File: src/rtl/m_ram8.sv
// Eight-word register memory: a dmux tree steers the load strobe to one word
// register, and a combinational 8:1 mux returns word[i_address].

module m_ram8_dmux (
  input  logic in,
  input  logic sel,
  output logic a,
  output logic b
);
  assign a = in & ~sel;
  assign b = in &  sel;
endmodule

module m_ram8_word #(
  parameter int WIDTH = 16
) (
  input  logic             clk,
  input  logic             rst,
  input  logic             load,
  input  logic [WIDTH-1:0] d,
  output logic [WIDTH-1:0] q
);
  always_ff @(posedge clk) begin
    if (rst)       q <= '0;
    else if (load) q <= d;
  end
endmodule

module m_ram8 #(
  parameter int WIDTH  = 16,
  parameter int DEPTH  = 8,
  parameter int ADDR_W = 3
) (
  input  logic              i_clk,
  input  logic              i_rst,
  input  logic [WIDTH-1:0]  i_in,
  input  logic              i_load,
  input  logic [ADDR_W-1:0] i_address,
  output logic [WIDTH-1:0]  o_out
);
  logic [1:0]                  ld_l1;
  logic [3:0]                  ld_l2;
  logic [DEPTH-1:0]            ld_word;
  logic [DEPTH-1:0][WIDTH-1:0] words;

  // Decode tree: address MSB splits first, LSB last, so ld_word[k] fires only for address k.
  m_ram8_dmux u_dmux_l0 (.in(i_load), .sel(i_address[2]), .a(ld_l1[0]), .b(ld_l1[1]));

  genvar gi, gj, gw;
  generate
    for (gi = 0; gi < 2; gi++) begin : g_l1
      m_ram8_dmux u_dmux (.in(ld_l1[gi]), .sel(i_address[1]),
                          .a(ld_l2[2*gi]), .b(ld_l2[2*gi+1]));
    end
    for (gj = 0; gj < 4; gj++) begin : g_l2
      m_ram8_dmux u_dmux (.in(ld_l2[gj]), .sel(i_address[0]),
                          .a(ld_word[2*gj]), .b(ld_word[2*gj+1]));
    end
    for (gw = 0; gw < DEPTH; gw++) begin : g_word
      m_ram8_word #(.WIDTH(WIDTH)) u_word (
        .clk (i_clk),
        .rst (i_rst),
        .load(ld_word[gw]),
        .d   (i_in),
        .q   (words[gw])
      );
    end
  endgenerate

  // No write-through: a same-address write shows up only after the edge.
  assign o_out = words[i_address];
endmodule

File: config.mk
export PLATFORM = sky130hd
export DESIGN_NAME = m_ram8
export DESIGN_NICKNAME = d
export VERILOG_FILES = /design/src/rtl/m_ram8.sv
export SDC_FILE = /design/constraint.sdc
export NUM_CORES = 1
export LEC_CHECK = 0
export BUFFER_PORTS_ARGS = -buffer_cell sky130_fd_sc_hd__buf_2
export CORE_ASPECT_RATIO = 1.75
export CORE_MARGIN = 8
export CORE_UTILIZATION = 57
export CTS_BUF_LIST = sky130_fd_sc_hd__clkbuf_8
export DETAILED_ROUTE_END_ITERATION = 16
export PLACE_DENSITY = 0.86
export SETUP_SLACK_MARGIN = 0.5
export SLEW_MARGIN = 0
export SYNTH_ARGS = -nofsm -noshare
export SYNTH_HDL_FRONTEND = slang
export SYNTH_SLANG_ARGS = --single-unit
File: constraint.sdc
create_clock -name i_clk -period 1.49 [get_ports i_clk]
set_clock_uncertainty 0.15 [all_clocks]
set_input_delay 0.0745 -clock i_clk [delete_from_list [all_inputs] [get_ports i_clk]]
set_output_delay 0.0745 -clock i_clk [all_outputs]
set_load 0.05 [all_outputs]
==> results of run 1 <==
## Yosys cell counts (all sizes together)
cell type,count
nand2,256
a21oi,128
dfxtp,128
buf,41
mux4,32
clkbuf,30
mux2,16
and4b,3
nand4b,3
and4bb,2
or4bb,2
and4,1
nand4,1
nand4bb,1
nor4b,1
nor4bb,1
or4b,1
## what timing repair did
action | CTS | global route
endpoints found under the setup margin | 144 | 144
hold buffers | 16 | 0
endpoints found under the hold margin | 128 | 0
buffers inserted | 8 | 43
gates cloned | 6 | 4
gates resized for setup | 304 | 313
pin swaps | 99 | 86
## cell families after synthesis
kind of cell | count (synthesis) | synth area share [%]
AO/OA/AOI/OAI | 128 | 11.1
multiplexers | 48 | 17.2
AND/OR/NAND/NOR | 272 | 19.7
buffers and inverters | 71 | 7.47
flip-flops | 128 | 44.5
## layer usage
layer / wire length [microns] / global-route usage [%]
met4: 4130 / 31.2
met2: 14900 / 55.9
met3: 5120 / 11.8
met5: 78 / 0
met1: 9820 / 38.7
## area by class of cell
type                    instances  area (sq um)  area share, %
clock inverters                15           185           1.97
clock buffers                  17           234           2.49
repair buffers                169          1930           20.5
flip-flops and latches        128          2660           28.3
multi-input cells             449          4250           45.1
well taps                     125           156           1.66
## stage by stage
step                cell area (sq um)  power (uW)  cells  util (%)
CTS                              7850        7590    856      79.6
detailed placement               6180        4260    794      62.8
global route                     9410        8350    903      95.6
finish                           9410        8230    903      95.6
global placement                 6180        4240    794      62.8
floorplan                        5880        4090    647         -
## where the power goes
| group | leakage (uW) | internal, uW | switching, uW |
|---|---|---|---|
| Sequential | 0.00107 | 3490 | 79.9 |
| Clock | 0.000201 | 1670 | 1700 |
| Combinational | 0.00220 | 527 | 760 |
| Total | 0.00348 | 5690 | 2540 |
## worst max path at each step
stage	start	end	slack (ns)	depth (start not counted)
after floorplan	i_address[2]	o_out[10]	-0.008	5
after global placement	i_address[2]	o_out[10]	-0.25	5
after detailed placement	i_address[2]	o_out[10]	-0.30	5
after CTS	g_word[5].u_word.q[15]	o_out[15]	-0.48	3
after global routing	g_word[5].u_word.q[7]	o_out[7]	-0.66	3
final	g_word[4].u_word.q[11]	o_out[11]	-0.62	3
## worst min-delay path, cell delays in order
cell and delay [ns]:
buf_4 0.13, buf_12 0.21, a21oi_2 0.18
==> reports/metrics.cfg, run 1 <==
[yosys]
yosys_warnings = 0
synth_seq_cells = 128
syn_inst = 647
synth_area_leaders = dfxtp_1 44%, nand2_1 17%, a21oi_1 11%, mux4_1 11%, mux2_2 3.1%
synth_top_area_cell = dfxtp_1
synth_cell_types = 21
syn_avg_cell_area_sq_um = 8.90
yosysTopAreaCellShare_pct = 44.5
ys_seq_area_share_pct = 44.5
synth_nets = 669
synth_area_sq_um = 5760

[clock_network]
cts_tree = built
cts_root_buffer = clkbuf_8
clk_pin_slew_ns = 0.08
cts_num_sinks = 128
clock_path_buffers = 2
clk_latency_ns = 0.48
cts_buffers = 17
htreeDepth = 4

[sta]
setup_violations = 16
max-slew-margin-rel_pct = 41.1
fmax_mhz = 474
period_needed_ns = 2.11
finalHoldViolations = 0
slew_violations = 0
grt_setup_unrepaired = true
final.setup.worst_slack_ns = -0.620
max_slew.worst_pin.slew_ns = 0.884
final.setup.tns_ns = -8.63
timing.hold.ws_ns = 0.0261
period_share_pct = 142

[min_path]
hold-path-endpoint = g_word[1].u_word.q[1]
holdPathStages = 3
hold_path_startpoint = i_rst
hp-class = input port to register

[floorplan]
die_w_microns = 92.0
die_area_sq_um = 13700
io_pins = 38
die_h_microns = 149
initial_utilization_pct = 58.5
coreArea_sq_um = 9850
rows = 48

[setup_path]
max_stage_delay_ns = 0.52
reg2reg_to = g_word[5].u_word.q[5]
worst-path-buf-inv = 1
crit_fanout = 2
path_delay_family = multiplexers
r2r_slack_ns = 0.37
path_cells = mux4_2 -> mux2_4 -> buf_6
path_class = register to output pin
critical_path_required_ns = 1.27
slowest_stage = mux4_2
worstPathArrival_ns = 1.89
cp-end-kind = output pin
r2r-start = g_word[5].u_word.q[5]
start_kind = register
r2r_cells = 2

[finish]
nets = 787
final_cell_mix = 114 x nand2_1, 114 x a21oi_2, 101 x nand2_4
n_fill_cell = 207
synthToLayoutAreaGrowth_pct = 63.4
largest_reg_flops = 128
insertedDiodeCount = 0
regMostFlops = g_word.u_word.q
drive_gt1_share_pct = 75.2
reg.largest.list = g_word.u_word.q (128)

[detailed_routing]
firstDrtPassIters = 6
vias_per_cell = 7.48
num_vias = 6758
post_drt_wl_per_cell_microns = 37.7
drc = 0
routed_wl_microns = 34000
drt_iter0_markers = 1123
ant_nets = 0

[grt]
grt_pass1_vias = 6237
grt.overflow.total = 0
grt_max_degree = 81
track_usage_pct = 36.0
grt_pass1_wl_microns = 36500
antenna_found_initial = 2

[placement]
io_buffers = 37
globalplace.congestion = 0.933
hpwlAfterDp_microns = 11100
place_ws_ns = -0.296

[flow_run]
drv_cap = 0

[pwr]
power_leakage_uw = 0.00348
power.density_nw_per_um2 = 875
peakVddDrop_mv = 1.35

[status]
violations = setup timing
status = finished with violations

No activity file was read; power rests on OpenSTA's default activity.
==> run 2, diff against run 1 <==
Settings changed: HOLD_SLACK_MARGIN set to 0.03, MAX_ROUTING_LAYER set to met4.
==> reports/metrics.cfg, run 2 (synthesized netlist as in run 1, its figures left out) <==
[clock_network]
clock_path_buffers = 2
clk_pin_slew_ns = 0.09
htreeDepth = 4
clk_latency_ns = 0.46
cts_num_sinks = 128
cts_tree = built
cts_root_buffer = clkbuf_8
cts_buffers = 17

[min_path]
hold_path_startpoint = i_rst
hold-path-endpoint = g_word[1].u_word.q[1]
hp-class = input port to register
holdPathStages = 3

[finish]
fin_area_sq_um = 9290
synthToLayoutAreaGrowth_pct = 61.3
regMostFlops = g_word.u_word.q
nets = 784
drive_gt1_share_pct = 75.0
reg.largest.list = g_word.u_word.q (128)
final_cell_mix = 116 x nand2_1, 116 x a21oi_2, 100 x nand2_4
largest_reg_flops = 128

[sta]
timing.hold.ws_ns = 0.0284
slew_violations = 0
final.setup.worst_slack_ns = -0.583
period_share_pct = 139
max_slew.worst_pin.slew_ns = 0.847
max-slew-margin-rel_pct = 43.5
setup_violations = 16
finalHoldViolations = 0
fmax_mhz = 482
grt_setup_unrepaired = true
period_needed_ns = 2.07

[detailed_routing]
drt_iter0_markers = 1043
vias_per_cell = 7.31
ant_nets = 0
routed_wl_microns = 31800
post_drt_wl_per_cell_microns = 35.2
drc = 0
num_vias = 6608
firstDrtPassIters = 6

[grt]
grt_pass1_vias = 6231
antenna_found_initial = 3
grt_pass1_wl_microns = 36600
grt_max_degree = 81
grt.overflow.total = 0
track_usage_pct = 37.2

[floorplan]
die_area_sq_um = 13700
die_w_microns = 92.0
initial_utilization_pct = 58.5
coreArea_sq_um = 9850
rows = 48
die_h_microns = 149
io_pins = 38

[pwr]
peakVddDrop_mv = 0.981
p_total_uw = 8150
power_leakage_uw = 0.00344
power.density_nw_per_um2 = 878

[status]
violations = setup timing
status = finished with violations

[setup_path]
critical_path_required_ns = 1.27
r2r_slack_ns = 0.47
slowest_stage = mux4_2
critical_path_depth = 3
worst-path-buf-inv = 1
reg2reg_to = g_word[5].u_word.q[13]
startpoint = g_word[7].u_word.q[5]
worstPathArrival_ns = 1.85
r2r_cells = 3
path_class = register to output pin
start_kind = register
crit_fanout = 2
r2r-start = g_word[5].u_word.q[13]
max_stage_delay_ns = 0.55
path_delay_family = multiplexers
cp-end-kind = output pin
path_cells = mux4_2 -> mux2_4 -> buf_8

[placement]
globalplace.congestion = 0.950
hpwlAfterDp_microns = 11100
place_area_sq_um = 6180
io_buffers = 37

[flow_run]
drv_cap = 0

-- run 2: cell count changes in the layout (fill, tap and decap cells not counted), moves of 3 or more --
cell / delta
buf_6: +4
diode_2: +4
buf_8: -6
buf_2: +3
clkbuf_4: -3
-- run 2: worst reg2reg max path, stage by stage (launching register included) --
cell and delay, ns:
dfxtp_4 0.41, buf_4 0.15, nand2_1 0.09, a21oi_2 0.15
-- run 2: repair_timing --
| item | 4_1_cts | 5_1_grt |
|---|---|---|
| pin swaps | 99 | 104 |
| setup buffers | 8 | 42 |
| hold buffers | 16 | 0 |
| resized for setup | 304 | 295 |
| cloned | 6 | 2 |
| endpoints found under the setup margin | 144 | 144 |
| endpoints found under the hold margin | 128 | 0 |
-- run 2: how the worst max path moves through the flow --
stage | slack [ns] | end
final | -0.58 | o_out[5]
after floorplan | -0.008 | o_out[10]
after global placement | -0.25 | o_out[10]
after detailed placement | -0.30 | o_out[10]
after global routing | -0.60 | o_out[5]
after CTS | -0.48 | o_out[15]
-- run 2: per-layer routing --
| metal | GRT usage (%) | part of all wire [%] | wire length [microns] | vias to the layer above |
|---|---|---|---|---|
| met4 | 31.5 | 11 | 3550 | 0 |
| met5 | - | 0 | 0 | - |
| li1 | - | - | - | 2412 |
| met1 | 38.7 | 31 | 9750 | 3053 |
| met2 | 56.0 | 45 | 14400 | 795 |
| met3 | 11.7 | 13 | 4170 | 348 |
-- run 2: report_power, final --
group	switching, uW	internal [uW]	total [uW]
combinational	730	509	1240
clock	1680	1670	3350
sequential	76.1	3490	3570
-- run 2: cell type report --
cell class | instances | area [sq um]
Tap cell | 125 | 156
Clock inverter | 15 | 185
Fill cell | 247 | 559
Clock buffer | 17 | 234
Antenna cell | 4 | 10.0
Sequential cell | 128 | 2670
Timing Repair Buffer | 166 | 1820
Multi-Input combinational cell | 449 | 4220
-- run 2: metrics by stage --
| step | cells | setup WS (ns) | util [%] | TNS (ns) |
|---|---|---|---|---|
| after floorplan | 647 | -0.00773 | - | -0.0745 |
| after global placement | 794 | -0.247 | 62.8 | -13.26 |
| after detailed placement | 794 | -0.296 | 62.8 | -20.07 |
| after CTS | 856 | -0.483 | 79.6 | -7.24 |
| after global routing | 903 | -0.598 | 94.3 | -8.76 |
| final | 904 | -0.583 | 94.3 | -8.31 |
